`src/rtl/mouse_pkg.sv`:
```
// Shared types and constants for the PS/2 mouse tracker: packet FSM states,
// status-byte bit positions and the PS/2 controller reply codes.
package mouse_pkg;

   typedef enum logic [1:0] {
      WAIT_B0,
      WAIT_B1,
      WAIT_B2,
      APPLY
   } stateT;

   localparam int BIT_L       = 0;
   localparam int BIT_R       = 1;
   localparam int BIT_ALWAYS1 = 3;
   localparam int BIT_XS      = 4;
   localparam int BIT_YS      = 5;
   localparam int BIT_XO      = 6;
   localparam int BIT_YO      = 7;

   localparam logic [7:0] PS2_ACK = 8'hFA;
   localparam logic [7:0] PS2_BAT = 8'hAA;

   // ACK and BAT both have bit 3 set, so they must be rejected explicitly.
   function automatic logic isStatusByte(input logic [7:0] b);
      return b[BIT_ALWAYS1] && (b != PS2_ACK) && (b != PS2_BAT);
   endfunction

endpackage

```
`src/rtl/axis_accum.sv`:
```
// Combinational cursor axis update: position plus or minus a 9-bit signed
// delta, evaluated at 11-bit signed width and clamped to [0, LIMIT-1].
module axis_accum #(
   parameter int LIMIT = 320,
   parameter int WIDTH = 9
) (
   input  logic [WIDTH-1:0]  pos,
   input  logic signed [8:0] delta,
   input  logic              subtract,
   output logic [WIDTH-1:0]  newPos
);

   localparam logic signed [10:0] MAXV = 11'(LIMIT - 1);

   logic signed [10:0] posExt;
   logic signed [10:0] deltaExt;
   logic signed [10:0] sum;

   always_comb begin
      posExt   = $signed({{(11 - WIDTH){1'b0}}, pos});
      deltaExt = $signed({{2{delta[8]}}, delta});
      sum      = subtract ? (posExt - deltaExt) : (posExt + deltaExt);
      if (sum < 11'sd0) begin
         newPos = '0;
      end else if (sum > MAXV) begin
         newPos = MAXV[WIDTH-1:0];
      end else begin
         newPos = sum[WIDTH-1:0];
      end
   end

endmodule

```
`src/rtl/mouse_tracker.sv`:
```
// Assembles 3-byte PS/2 mouse packets and turns them into a clamped cursor
// position, button levels and one-cycle click / packet-applied pulses.
module mouse_tracker
   import mouse_pkg::*;
#(
   parameter int SCREEN_W = 320,
   parameter int SCREEN_H = 240,
   parameter int TIMEOUT  = 2_000_000
) (
   input  logic       clk,
   input  logic       iResetn,
   input  logic [7:0] iData,
   input  logic       iDataEn,
   output logic [8:0] oMouseX,
   output logic [7:0] oMouseY,
   output logic       oLeftHeld,
   output logic       oRightHeld,
   output logic       oLeftClick,
   output logic       oRightClick,
   output logic       oPacketValid
);

   localparam int         CW       = $clog2(TIMEOUT + 1);
   localparam logic [8:0] CENTER_X = 9'(SCREEN_W / 2);
   localparam logic [7:0] CENTER_Y = 8'(SCREEN_H / 2);

   stateT   state;
   stateT   nextState;
   logic [CW-1:0] idleCount;
   logic    timeoutHit;
   logic    captureStatus;
   logic    captureDx;
   logic    captureDy;

   logic       btnL, btnR, signX, signY, ovfX, ovfY;
   logic [7:0] dxReg;
   logic [7:0] dyReg;

   logic signed [8:0] deltaX;
   logic signed [8:0] deltaY;
   logic [8:0] nextX;
   logic [7:0] nextY;

   assign timeoutHit = ((state == WAIT_B1) || (state == WAIT_B2)) &&
                       (idleCount == CW'(TIMEOUT));

   // APPLY and an expired timeout both fall back to status-byte hunting,
   // so a byte arriving in those cycles is judged as a packet start.
   always_comb begin
      nextState     = state;
      captureStatus = 1'b0;
      captureDx     = 1'b0;
      captureDy     = 1'b0;
      if ((state == WAIT_B0) || (state == APPLY) || timeoutHit) begin
         nextState = WAIT_B0;
         if (iDataEn && isStatusByte(iData)) begin
            captureStatus = 1'b1;
            nextState     = WAIT_B1;
         end
      end else if (iDataEn) begin
         if (state == WAIT_B1) begin
            captureDx = 1'b1;
            nextState = WAIT_B2;
         end else begin
            captureDy = 1'b1;
            nextState = APPLY;
         end
      end
   end

   always_ff @(posedge clk or negedge iResetn) begin
      if (!iResetn) begin
         state     <= WAIT_B0;
         idleCount <= '0;
      end else begin
         state <= nextState;
         if (((state == WAIT_B1) || (state == WAIT_B2)) && !iDataEn && !timeoutHit) begin
            idleCount <= idleCount + CW'(1);
         end else begin
            idleCount <= '0;
         end
      end
   end

   always_ff @(posedge clk or negedge iResetn) begin
      if (!iResetn) begin
         btnL  <= 1'b0;
         btnR  <= 1'b0;
         signX <= 1'b0;
         signY <= 1'b0;
         ovfX  <= 1'b0;
         ovfY  <= 1'b0;
         dxReg <= '0;
         dyReg <= '0;
      end else begin
         if (captureStatus) begin
            btnL  <= iData[BIT_L];
            btnR  <= iData[BIT_R];
            signX <= iData[BIT_XS];
            signY <= iData[BIT_YS];
            ovfX  <= iData[BIT_XO];
            ovfY  <= iData[BIT_YO];
         end
         if (captureDx) begin
            dxReg <= iData;
         end
         if (captureDy) begin
            dyReg <= iData;
         end
      end
   end

   assign deltaX = ovfX ? 9'sd0 : $signed({signX, dxReg});
   assign deltaY = ovfY ? 9'sd0 : $signed({signY, dyReg});

   axis_accum #(.LIMIT(SCREEN_W), .WIDTH(9)) xAxis (
      .pos      (oMouseX),
      .delta    (deltaX),
      .subtract (1'b0),
      .newPos   (nextX)
   );

   // PS/2 reports Y as up-positive while screen rows grow downward.
   axis_accum #(.LIMIT(SCREEN_H), .WIDTH(8)) yAxis (
      .pos      (oMouseY),
      .delta    (deltaY),
      .subtract (1'b1),
      .newPos   (nextY)
   );

   always_ff @(posedge clk or negedge iResetn) begin
      if (!iResetn) begin
         oMouseX    <= CENTER_X;
         oMouseY    <= CENTER_Y;
         oLeftHeld  <= 1'b0;
         oRightHeld <= 1'b0;
      end else if (state == APPLY) begin
         oMouseX    <= nextX;
         oMouseY    <= nextY;
         oLeftHeld  <= btnL;
         oRightHeld <= btnR;
      end
   end

   assign oPacketValid = (state == APPLY);
   assign oLeftClick   = (state == APPLY) && btnL && !oLeftHeld;
   assign oRightClick  = (state == APPLY) && btnR && !oRightHeld;

endmodule

```
`config.mk`:
```
export PLATFORM = sky130hd
export DESIGN_NAME = mouse_tracker
export DESIGN_NICKNAME = d
export VERILOG_FILES = /design/src/rtl/mouse_pkg.sv /design/src/rtl/axis_accum.sv /design/src/rtl/mouse_tracker.sv
export SDC_FILE = /design/constraint.sdc
export NUM_CORES = 1
export LEC_CHECK = 0
export CORE_UTILIZATION = 45
export CTS_BUF_LIST = sky130_fd_sc_hd__clkbuf_2
export DETAILED_ROUTE_END_ITERATION = 8
export PLACE_DENSITY_LB_ADDON = 0.2
export SLEW_MARGIN = 20
export SYNTH_ARGS = -nofsm -noshare
export SYNTH_HDL_FRONTEND = slang
export SYNTH_HIERARCHICAL = 1
export SYNTH_SLANG_ARGS = --single-unit
```
`constraint.sdc`:
```
create_clock -name clk -period 3.7 [get_ports clk]
set_input_delay 1.11 -clock clk [delete_from_list [all_inputs] [get_ports clk]]
set_output_delay 1.11 -clock clk [all_outputs]
set_load 0.05 [all_outputs]
```
---- After elaboration in Yosys (flattened, before gate mapping) ----
Cells that the tools add are included.
word-level totals
  logic and storage cells ................. 65
  bits of input ports ..................... 11
  output and inout port bits .............. 22
  register bits ........................... 64
operators by class
  $add $sub $neg .......................... 3
  mux-type cells .......................... 19
  $lt $le $gt $ge ......................... 4
  equal/unequal tests ..................... 6
  reductions and logical operators ........ 19
operator list
  cell                                                              count
  two-way mux 9 bit                                                 4
  less-than comparator 11 x 1 -> 1 bit (second input constant)      2
  adder 21 x 1 -> 21 bit (second input constant)                    1
  == test 21 bit (second input constant)                            1
  two-way mux 21 bit                                                1
  two-way mux 8 bit                                                 2
  inequality test 8 bit (second input constant)                     2
  adder 10 x 9 -> 11 bit                                            1
  greater-than comparator 11 x 10 -> 1 bit (second input constant)  1
  greater-than comparator 11 x 9 -> 1 bit (second input constant)   1
  logical AND 1 bit                                                 10
  two-way mux 1 bit                                                 10
  subtractor 9 x 9 -> 10 bit                                        1
  == test 2 bit (second input constant)                             2
  zero test 1 bit                                                   4
  two-way mux 2 bit                                                 2
  logical OR 1 bit                                                  3
  == test 2 x 1 -> 1 bit (second input constant)                    1
  zero test 2 bit                                                   1
  nonzero test 2 bit                                                1

---- Depth between registers and ports, before layout ----
  word-level depth ........................ 6
  depth in mapped cells ................... 15
  depth with buffers taken out ............ 14

---- Cells and area by module ----
The synthesis kept the hierarchy.
by module, submodules not included
  module               area each (sq um)  seq. area each (sq um)  cells an instance  times used
  mouse_tracker        2901.5             1609.0                  238                1
  axis_accum at xAxis  758.2              0.0                     98                 1
  axis_accum at yAxis  711.9              0.0                     99                 1

---- Least setup slack after synthesis ----
Ideal clock, no wire load.
  path kind ............................... reg-to-output
  from .................................... reg state[0]
  to ...................................... out oLeftClick
  arrival time ............................ 1.977 ns
  path buffers ............................ 1
  cell stages (with the launch flop) ...... 5
  data required time ...................... 2.590 ns
  path slack .............................. 0.613 ns
  cell sequence ........................... dfrtp_1 -> ha_1 -> clkbuf_1 -> nand2_1 -> nor2_1
on the way
  longest elaborated chain between the ends .. 3
ends and longest elaborated chain
  element                          line                  text
  start, declared                  mouse_tracker.sv:27   stateT state;
  start signal, assigned           mouse_tracker.sv:76   state <= nextState;
  == test 2 bit                    n/a
  named net oPacketValid           mouse_tracker.sv:20   output logic oPacketValid
  logical AND 1 bit (2 in series)  mouse_tracker.sv:146  assign oLeftClick = (state == APPLY) && btnL && !oLeftHeld;
  end, declared                    mouse_tracker.sv:18   output logic oLeftClick,
The timed path passes the listed nets, and every way through them passes these cells.

---- Worst setup path in the final report ----
  from .................................... reg ovfX
  to ...................................... reg oMouseX[0]
on the way
  longest elaborated chain between the ends .. 5
  elaborated cells between the ends (all ways) .. 6
  classes of those cells .................. add/sub (1); order compare (2); mux (3)
ends and longest elaborated chain
  element                                   line                  text
  start, declared                           mouse_tracker.sv:35   logic btnL, btnR, signX, signY, ovfX, ovfY;
  start signal, assigned                    mouse_tracker.sv:101  ovfX <= iData[BIT_XO];
  two-way mux 9 bit (*)                     mouse_tracker.sv:113  assign deltaX = ovfX ? 9'sd0 : $signed({signX, dxReg});
  named net deltaX[1]                       mouse_tracker.sv:39   logic signed [8:0] deltaX;
  adder 10 x 9 -> 11 bit (*)                axis_accum.sv:22      sum = subtract ? (posExt - deltaExt) : (posExt + deltaExt);
  greater-than comparator 11 x 10 -> 1 bit  axis_accum.sv:25      end else if (sum > MAXV) begin
  two-way mux 9 bit                         axis_accum.sv:25
  two-way mux 9 bit (*)                     axis_accum.sv:23      if (sum < 11'sd0) begin
  named net nextX[0]                        mouse_tracker.sv:41   logic [8:0] nextX;
  end signal, assigned                      mouse_tracker.sv:138  oMouseX <= nextX;
  end, declared                             mouse_tracker.sv:14   output logic [8:0] oMouseX,
Mark *: on every way through the listed nets, which the timed path passes. The rest lies on a longest branch.
A chain may end at the register's enable or synchronous reset.

==> impl_metrics.py <==
metrics = {
    "run_status": {
        "outcome": "complete, no violations",
    },
    "synth": {
        "async_flop_share": 1.000,
        "syn_area_sq_mm": 0.004372,
        "ys_seq_area_frac": 0.3681,
        "yosys.area.top_type": "dfrtp_1",
        "ys_types": 66,
        "ys_seq_elements": 64,
        "synth.area.top_cells": "dfrtp_1 (33%), mux2_2 (11%), ha_1 (6.6%)",
        "synth_edf_count": 0,
        "synth_top_area_share": 0.3320,
        "syn_area_per_cell_sq_um": 10.05,
        "ys.flop_type": "dfrtp_1",
        "yosysWarnings": 6,
        "netlist_instances": 435,
    },
    "drt": {
        "drt-pass1-iter-count": 4,
        "vias": 3234,
        "drtIter0Drc": 130,
        "wl_per_cell_microns": 14.72,
        "ant_nets": 0,
        "vias_per_cell": 5.337,
        "drt-total-wl_microns": 8922,
        "drcViolationCount": 0,
    },
    "job": {
        "max_cap_violations": 0,
    },
    "floorplanning": {
        "dieArea_sq_mm": 0.01011,
        "io_pins": 33,
        "dieWidth_microns": 100.6,
        "row_count": 35,
        "initial_core_util": 0.4687,
        "core_sq_mm": 0.009328,
        "die_y_microns": 100.6,
    },
    "grt": {
        "grt_pass1_vias": 3275,
        "grt_max_degree": 38,
        "grt_pass1_wl_microns": 15430,
        "antenna_found_initial": 0,
        "grt.overflow.total": 0,
        "gr-usage-all-layers": 0.1950,
    },
    "sta": {
        "rsz0062_at_grt": "false",
        "fin_skew_ns": 0.01805,
        "worst_pin_slew_ns": 0.9609,
        "fin_crit_ns": 3.425,
        "setup_tns_ns": 0,
        "finalCritPeriodShare": 0.9255,
        "setup_viol": 0,
        "worst_hold_slack_ns": 0.5143,
        "clock.fmax_ghz": 0.2920,
        "slew_headroom": 0.3535,
        "drv_slew": 0,
        "hold_viol": 0,
    },
    "cts": {
        "cts_buffers": 9,
        "clockRootBuffer": "clkbuf_2",
        "numClockSinks": 64,
        "clockBufferDepth": 2,
        "cts_hold_buf": 0,
        "clk_pin_slew_ns": 0.20,
        "cts_tree": "built",
        "cts.htree.levels": 3,
        "insertion_delay_ns": 0.48,
        "cts_setup_buffers": 0,
    },
    "layout": {
        "drive_gt1_frac": 0.2096,
        "num_antenna_cells": 0,
        "nFillCells": 851,
        "nets": 508,
        "area_growth_pct": 14.02,
        "fin_cells": 606,
        "stdcell_area_sq_mm": 0.004985,
    },
    "setup_path": {
        "path_buf_inv": 1,
        "end_kind": "flop",
        "cpLargestDelayFamily": "simple AND/OR/NAND/NOR gates",
        "crit_chain": "nor2b_1 > inv_1 > ha_1 > nor4b_2 > a21oi_1 > xnor2_1 > ha_1 > or3_1 > a21oi_2 > a21oi_1 > xnor2_1 > a21o_1 > a31oi_1 > mux2_2",
        "critical_path_peak_fanout": 10,
        "rrSetupSlack_ns": 0.28,
        "cp_slowest_stage_delay_ns": 0.52,
        "crit_path_start_kind": "flop",
        "required_ns": 4.10,
        "critPathKind": "flop to flop",
        "critPathSlowestCell": "dfrtp_1",
        "timing.critical_path.arrival_ns": 3.82,
    },
    "place": {
        "io_buffers": 32,
        "gp_congestion": 0.8080,
        "postPlaceCellArea_sq_mm": 0.004830,
        "dpl.cell_count": 590,
        "dp_hpwl_microns": 6705,
    },
    "hold_path": {
        "min_path_type": "flop to flop",
    },
}
-- cell families (layout without fill, tap and decap cells) --
logic type,after synthesis,in the layout,synth area share
AOI/OAI and AO/OA,75,75,0.1259
xor gates and xnor gates,46,46,0.09903
adders and majority gates,25,25,0.07499
buffers and inverters,35,76,0.03263
DFF,64,64,0.3681
muxes,43,43,0.1131
other,2,3,0.001718
and+or+nand+nor,145,145,0.1846
-- layout by cell type, fill, tap and decap left out, types with 4 or more instances in the layout --
master,count
inv_1,26
ha_1,23
nand4_1,6
xnor2_1,26
mux2_2,41
a211oi_1,4
a21oi_1,21
nand2b_1,4
nor4b_1,4
a31oi_1,8
dfstp_2,6
a21o_1,4
clkdlybuf4s50_1,29
nor3_1,8
nor2b_1,22
nor2_1,48
nand3_1,9
dfrtp_1,58
nand2_1,17
clkbuf_2,9
xor2_1,16
o21ai_0,10
-- final cells by class --
| class | count | area (sq um) | area share |
|---|---|---|---|
| Multi-Input combinational cell | 337 | 2638 | 0.5291 |
| Sequential cell | 64 | 1609 | 0.3228 |
| Clock inverter | 7 | 96.34 | 0.01933 |
| Tap cell | 129 | 161.4 | 0.03238 |
| Timing Repair Buffer | 34 | 337.8 | 0.06777 |
| Inverter | 26 | 97.59 | 0.01958 |
| Clock buffer | 9 | 45.04 | 0.009036 |
-- per-stage QoR --
step	utilization	setup WS, ns
after floorplan	-	0.6126
after global placement	0.5178	0.4141
after detailed placement	0.5178	0.2919
after CTS	0.5329	0.2864
after global routing	0.5344	0.02322
final	0.5344	0.2755
-- repair_timing --
action,CTS,global route
setup endpoints to repair,0,7
gates resized for setup,0,2
hold endpoints to repair,0,0
-- path summary, 6_finish.rpt --
| check | startpoint | to | depth (start not counted) |
|---|---|---|---|
| worst max-delay path | ovfX | oMouseX[0] | 14 |
| worst min-delay path | idleCount[0] | idleCount[0] | 1 |
| worst max register to register | ovfX | oMouseX[0] | 14 |
| worst min register to register | idleCount[0] | idleCount[0] | 1 |
| max in group asynchronous | iResetn | oMouseX[7] | 2 |
| min in group asynchronous | iResetn | dxReg[4] | 1 |
-- state kept, by name (all words and copies together), names as in the netlist, 2 cells and up --
register	cells
state	2
oMouseX	9
dyReg	8
oMouseY	8
idleCount	21
dxReg	8
-- synthesized netlist by cell type (6+ instances only) --
master and instances:
nor2_1 48, inv_1 26, nand2_1 17, nand3_1 9, xor2_1 16, o21ai_0 10
nand4_1 6, ha_1 23, dfstp_2 6, a21oi_1 21, nor2b_1 23, dfrtp_1 58
xnor2_1 26, mux2_2 41, nor3_1 8, a31oi_1 8
-- per-layer routing --
layer | track usage | routed length, microns
met1 | 0.2554 | 4325
met4 | 0.06689 | 94
met5 | 0 | 0
met2 | 0.3256 | 4321
met3 | 0.03467 | 180
Power is left out: the tool's default activity adds up to more than one toggle a clock period on the data nets, which glitch-free logic cannot reach.
